<file path="config.mk">
export PLATFORM = sky130hd
export DESIGN_NAME = pipe_stage_reg
export DESIGN_NICKNAME = d
export VERILOG_FILES = /design/src/rtl/pipe_pkg.sv /design/src/rtl/sat_counter.sv /design/src/rtl/pipe_stage_reg.sv
export SDC_FILE = /design/constraint.sdc
export NUM_CORES = 1
export LEC_CHECK = 0
export ABC_AREA = 1
export CAP_MARGIN = 30
export CORE_MARGIN = 2
export CORE_UTILIZATION = 53
export CTS_BUF_LIST = sky130_fd_sc_hd__clkbuf_8
export CTS_CLUSTER_SIZE = 20
export DETAILED_ROUTE_END_ITERATION = 8
export GPL_TIMING_DRIVEN = 0
export PLACE_DENSITY_LB_ADDON = 0.15
export SLEW_MARGIN = 20
export SYNTH_ARGS = -nofsm -noshare
export SYNTH_HDL_FRONTEND = slang
export SYNTH_HIERARCHICAL = 1
export SYNTH_SLANG_ARGS = --single-unit
</file>
<file path="constraint.sdc">
create_clock -name clk_i -period 2.3 [get_ports clk_i]
set_input_delay 0.46 -clock clk_i [delete_from_list [all_inputs] [get_ports clk_i]]
set_output_delay 0.46 -clock clk_i [all_outputs]
set_load 0.01 [all_outputs]
</file>
<file path="src/rtl/pipe_pkg.sv">
// rtl/pipe_pkg.sv - shared types and control-field layout for pipeline stage registers
package pipe_pkg;

  // Occupancy of a stage: nothing held, main slot only, main and skid slots
  typedef enum logic [1:0] {
    EMPTY = 2'd0,
    FULL  = 2'd1,
    SKID  = 2'd2
  } pipe_state_t;

  // A control vector of all zeros is a bubble: no architectural side effects
  localparam logic CTRL_BUBBLE = '0;

  // Default control-vector field positions, shared by decode and forwarding
  localparam int unsigned CTRL_REGWRITE_BIT = 0;
  localparam int unsigned CTRL_MEMWRITE_BIT = 1;
  localparam int unsigned CTRL_MEMREAD_BIT  = 2;
  localparam int unsigned CTRL_ALUSRC_BIT   = 3;
  localparam int unsigned CTRL_MEMTOREG_BIT = 4;
  localparam int unsigned CTRL_ALUCTRL_LSB  = 5;
  localparam int unsigned CTRL_ALUCTRL_W    = 3;

endpackage

</file>
<file path="src/rtl/sat_counter.sv">
// rtl/sat_counter.sv - saturating up-counter, cleared only by reset
module sat_counter
  import pipe_pkg::*;
#(
  parameter int unsigned W = 16
) (
  input  logic         clk_i,
  input  logic         rst_i,
  input  logic         inc_i,
  output logic [W-1:0] cnt_o
);

  logic [W-1:0] cnt_q;

  // Count up on request and stick at the all-ones maximum
  always_ff @(posedge clk_i or negedge rst_i) begin
    if (!rst_i) begin
      cnt_q <= '0;
    end else if (inc_i && (cnt_q != {W{1'b1}})) begin
      cnt_q <= cnt_q + 1'b1;
    end
  end

  assign cnt_o = cnt_q;

endmodule

</file>
<file path="src/rtl/pipe_stage_reg.sv">
// rtl/pipe_stage_reg.sv - valid/ready pipeline stage register with skid slot, stall hold, flush and stall counter
module pipe_stage_reg
  import pipe_pkg::*;
#(
  parameter int unsigned DATA_W = 107,
  parameter int unsigned CTRL_W = 8,
  parameter int unsigned CNT_W  = 16
) (
  input  logic              clk_i,
  input  logic              rst_i,
  input  logic              in_valid_i,
  output logic              in_ready_o,
  input  logic [DATA_W-1:0] in_data_i,
  input  logic [CTRL_W-1:0] in_ctrl_i,
  input  logic              stall_i,
  input  logic              flush_i,
  output logic              out_valid_o,
  input  logic              out_ready_i,
  output logic [DATA_W-1:0] out_data_o,
  output logic [CTRL_W-1:0] out_ctrl_o,
  output logic [CNT_W-1:0]  stall_cnt_o
);

  pipe_state_t       state_q;
  logic [DATA_W-1:0] main_data_q;
  logic [CTRL_W-1:0] main_ctrl_q;
  logic [DATA_W-1:0] skid_data_q;
  logic [CTRL_W-1:0] skid_ctrl_q;

  logic main_valid;
  logic skid_valid;
  logic in_fire;
  logic out_fire;

  assign main_valid = (state_q == FULL) || (state_q == SKID);
  assign skid_valid = (state_q == SKID);

  // Ready depends only on local occupancy and the global hold/flush, never on out_ready_i
  assign in_ready_o  = !skid_valid && !stall_i && !flush_i;
  assign out_valid_o = main_valid && !stall_i;

  assign in_fire  = in_valid_i && in_ready_o;
  assign out_fire = out_valid_o && out_ready_i;

  // Payload is presented straight from the main slot; control is gated to a bubble when not valid
  assign out_data_o = main_data_q;
  assign out_ctrl_o = out_valid_o ? main_ctrl_q : {CTRL_W{CTRL_BUBBLE}};

  // Occupancy FSM and slot data; flush only drops valid state, payload registers keep their contents
  always_ff @(posedge clk_i or negedge rst_i) begin
    if (!rst_i) begin
      state_q     <= EMPTY;
      main_data_q <= '0;
      main_ctrl_q <= '0;
      skid_data_q <= '0;
      skid_ctrl_q <= '0;
    end else if (flush_i) begin
      state_q <= EMPTY;
    end else begin
      case (state_q)
        EMPTY: begin
          if (in_fire) begin
            main_data_q <= in_data_i;
            main_ctrl_q <= in_ctrl_i;
            state_q     <= FULL;
          end
        end
        FULL: begin
          if (in_fire && out_fire) begin
            main_data_q <= in_data_i;
            main_ctrl_q <= in_ctrl_i;
          end else if (in_fire) begin
            skid_data_q <= in_data_i;
            skid_ctrl_q <= in_ctrl_i;
            state_q     <= SKID;
          end else if (out_fire) begin
            state_q <= EMPTY;
          end
        end
        SKID: begin
          if (out_fire) begin
            main_data_q <= skid_data_q;
            main_ctrl_q <= skid_ctrl_q;
            state_q     <= FULL;
          end
        end
        default: begin
          state_q <= EMPTY;
        end
      endcase
    end
  end

  sat_counter #(
    .W(CNT_W)
  ) u_stall_cnt (
    .clk_i (clk_i),
    .rst_i (rst_i),
    .inc_i (stall_i && main_valid),
    .cnt_o (stall_cnt_o)
  );

endmodule

</file>
==> flow_metrics.env <==
export IMPL_die_w_um=151
export IMPL_dp_slack_ns=-0.580
export IMPL_mostFrequentLayoutCells="nand2_1, dfrtp_1, clkdlybuf4s50_1"
export IMPL_path_clk_slew_ns=0.06
export IMPL_rows=53
export IMPL_ir_worst_vdd_mv=0.628
export IMPL_start_util_pct=54.2
export IMPL_ant_nets=0
export IMPL_drtIter0Drc=703
export IMPL_clkPwrFrac_pct=22.2
export IMPL_cts_root_buf="clkbuf_8"
export IMPL_synth_xor_xnor_area_share_pct=0.306
export IMPL_synth_compound_area_share_pct=10.8
export IMPL_htree_levels=2
export IMPL_cts_tree="done"
export IMPL_comb_power_share_pct=37.8
export IMPL_syn2layout_area_growth_pct=34.7
export IMPL_cap_violations=0
export IMPL_drive_above_1_share_pct=8.68
export IMPL_synthCells=1447
export IMPL_synth_area_um2=11400
export IMPL_synth_edf_count=0
export IMPL_gp_congestion=0.842
export IMPL_pwr_share_seq_pct=40.1
export IMPL_min_period_ns=2.26
export IMPL_io_pins=254
export IMPL_hold_violations=0
export IMPL_synth_simple_area_share_pct=25.6
export IMPL_drc=0
export IMPL_critical_path_slowest_cell="dfrtp_1"
export IMPL_clock_path_buffers=3
export IMPL_layout_commonest_cell="nand2_1"
export IMPL_period_share_pct=98.3
export IMPL_p_switching_mw=6.41
export IMPL_routed_wl_mm=31.3
export IMPL_synth_top_flop_cell="dfrtp_1"
export IMPL_ys_ff_latch=248
export IMPL_worstMarginPinSlew_ns=0.527
export IMPL_antenna_found_initial=1
export IMPL_syn_num_nets=1573
export IMPL_ys_seq_area_share_pct=54.3
export IMPL_setup_viol_count_final=0
export IMPL_p_leak_nw=7.68
export IMPL_max_slew_margin_pct=64.9
export IMPL_ys_types=29
export IMPL_dp_cells=1977
export IMPL_startpoint_type="flop"
export IMPL_nets=1882
export IMPL_fin_ws_ns=0.0395
export IMPL_cp_max_fo=9
export IMPL_final_cells=2061
export IMPL_dp_hpwl_mm=21.6
export IMPL_synth_top_family_by_area="simple AND/OR/NAND/NOR gates"
export IMPL_hold_path_class="in -> async"
export IMPL_synth_area_per_cell_um2=7.90
export IMPL_dieArea_um2=22800
export IMPL_viasPerCell=5.16
export IMPL_io_buffers=253
export IMPL_synthAdderAreaFrac_pct=0.547
export IMPL_swShare_pct=35.0
export IMPL_worstSetupPathType="reg -> out"
export IMPL_yosysWarnings=6
export IMPL_wire_per_inst_um=15.2
export IMPL_fmax_mhz=442
export IMPL_drv_slew=0
export IMPL_final_area_um2=15400
export IMPL_first_pass_iters=6
export IMPL_grt_overflow=0
export IMPL_arrival_ns=1.80
export IMPL_cell_internal_pwr_mw=11.9
export IMPL_grt_pass1_wl_mm=49.9
export IMPL_end_kind="output pin"
export IMPL_async_flop_share_pct=100
export IMPL_clock_sinks=248
export IMPL_core_area_um2=21100
export IMPL_num_vias=10630
export IMPL_cts_buffers=42
export IMPL_clock_skew_final_ns=0.0181
export IMPL_status="completed"
export IMPL_grt_start_max_net_pins=100
export IMPL_die_h_um=151
export IMPL_clock_latency_ns=0.54
export IMPL_muxShareOfSynthArea_pct=0
export IMPL_powerDensity_nw_per_um2=1190
export IMPL_grt_use_total_pct=27.5
export IMPL_cp_cell_sequence="inv_1 -> ha_4 -> nand2_8 -> nor2_1 -> clkdlybuf4s15_1"
export IMPL_cp_required_ns=1.84
export IMPL_first_global_vias=10259
export IMPL_placed_area_um2=14400
export IMPL_slowest_delay_ns=0.38
## cells in the mapped netlist (5+ instances only)
cell type	count	area, um^2
nand4_1	10	62.6
buf_2	20	100
buf_6	5	56.3
ha_1	5	62.6
nand2_1	536	2010
dfrtp_1	248	6210
o21ai_0	232	1160
clkbuf_1	58	218
nand3_1	124	621
nor2_2	8	50.1
inv_2	5	18.8
nor2_1	25	93.8
inv_1	148	556
## final timing paths
| kind | end | slack (ns) | from | cells after the start |
|---|---|---|---|---|
| worst max-delay path | out_ctrl_o[6] | 0.04 | state_q[1] | 5 |
| worst min-delay path | out_data_o[27] | 0.45 | rst_i | 2 |
| worst max register to register | out_data_o[92] | 0.09 | state_q[1] | 10 |
| worst min register to register | out_data_o[104] | 0.47 | out_data_o[104] | 2 |
| max in group asynchronous | skid_data_q[70] | 1.02 | rst_i | 3 |
| min in group clk_i | out_data_o[104] | 0.47 | out_data_o[104] | 2 |
## cell type report
cell class | count | area, um^2
Inverter | 154 | 582
Clock buffer | 57 | 785
Buffer | 82 | 403
Sequential cell | 248 | 6210
Fill cell | 1663 | 5690
Antenna cell | 1 | 2.50
Clock inverter | 16 | 91.3
Tap cell | 275 | 344
Timing Repair Buffer | 268 | 2660
Multi-Input combinational cell | 960 | 4320
## layer usage
layer / global-route usage [%] / routed length, um
met1: 37.6 / 13200
met3: 5.90 / 2480
met2: 43.8 / 14800
met5: 0 / 0
met4: 9.58 / 847
## per-stage QoR
step | hold slack, ns | util, % | TNS (ns) | total power [mW]
global route | 0.472 | 73.0 | -0.0859 | 19.6
CTS | 0.441 | 72.9 | 0 | 18.3
floorplan | 0.164 | - | 0 | 10.7
global placement | 0.454 | 67.9 | -2491.92 | 13.8
detailed placement | 0.425 | 68.1 | -82.11 | 14.1
finish | 0.447 | 73.0 | 0 | 18.3
## power groups by stage
stage                     clock (mW)  combinational (mW)  sequential (mW)
final                           4.06                6.91             7.33
after global routing            4.34                7.69             7.53
after CTS                       4.12                6.88             7.33
after detailed placement           0                6.72             7.37
after global placement             0                6.49             7.35
after floorplan                    0                3.01             7.66
## registers in the layout, summed over array words and instances, names as in the netlist
| signal | count |
|---|---|
| skid_ctrl_q | 8 |
| out_data_o | 107 |
| skid_data_q | 107 |
| state_q | 2 |
| main_ctrl_q | 8 |
| u_stall_cnt/cnt_o | 16 |
## logic make-up after synthesis
kind of cell / after synthesis
simple gates: 711
flops: 248
compound gates: 240
buf+inv: 239
fa+ha+maj: 5
xor+xnor: 4
## worst max-delay path, delay by kind of cell, from the launching register on
family	cells	cell delay, ns
flip-flops	1	0.38
buffers and inverters	2	0.36
adder cells (fa/ha/maj)	1	0.31
AND/OR/NAND/NOR	2	0.19
## timing repair
action,CTS,global route
pin swaps,1,1
gates cloned,0,0
hold endpoints to repair,58,0
buffers inserted,10,2
endpoints found under the setup margin,241,125
hold buffers,1,0
gates resized for setup,32,38
Note: power is estimated with default switching activity, not from simulation.
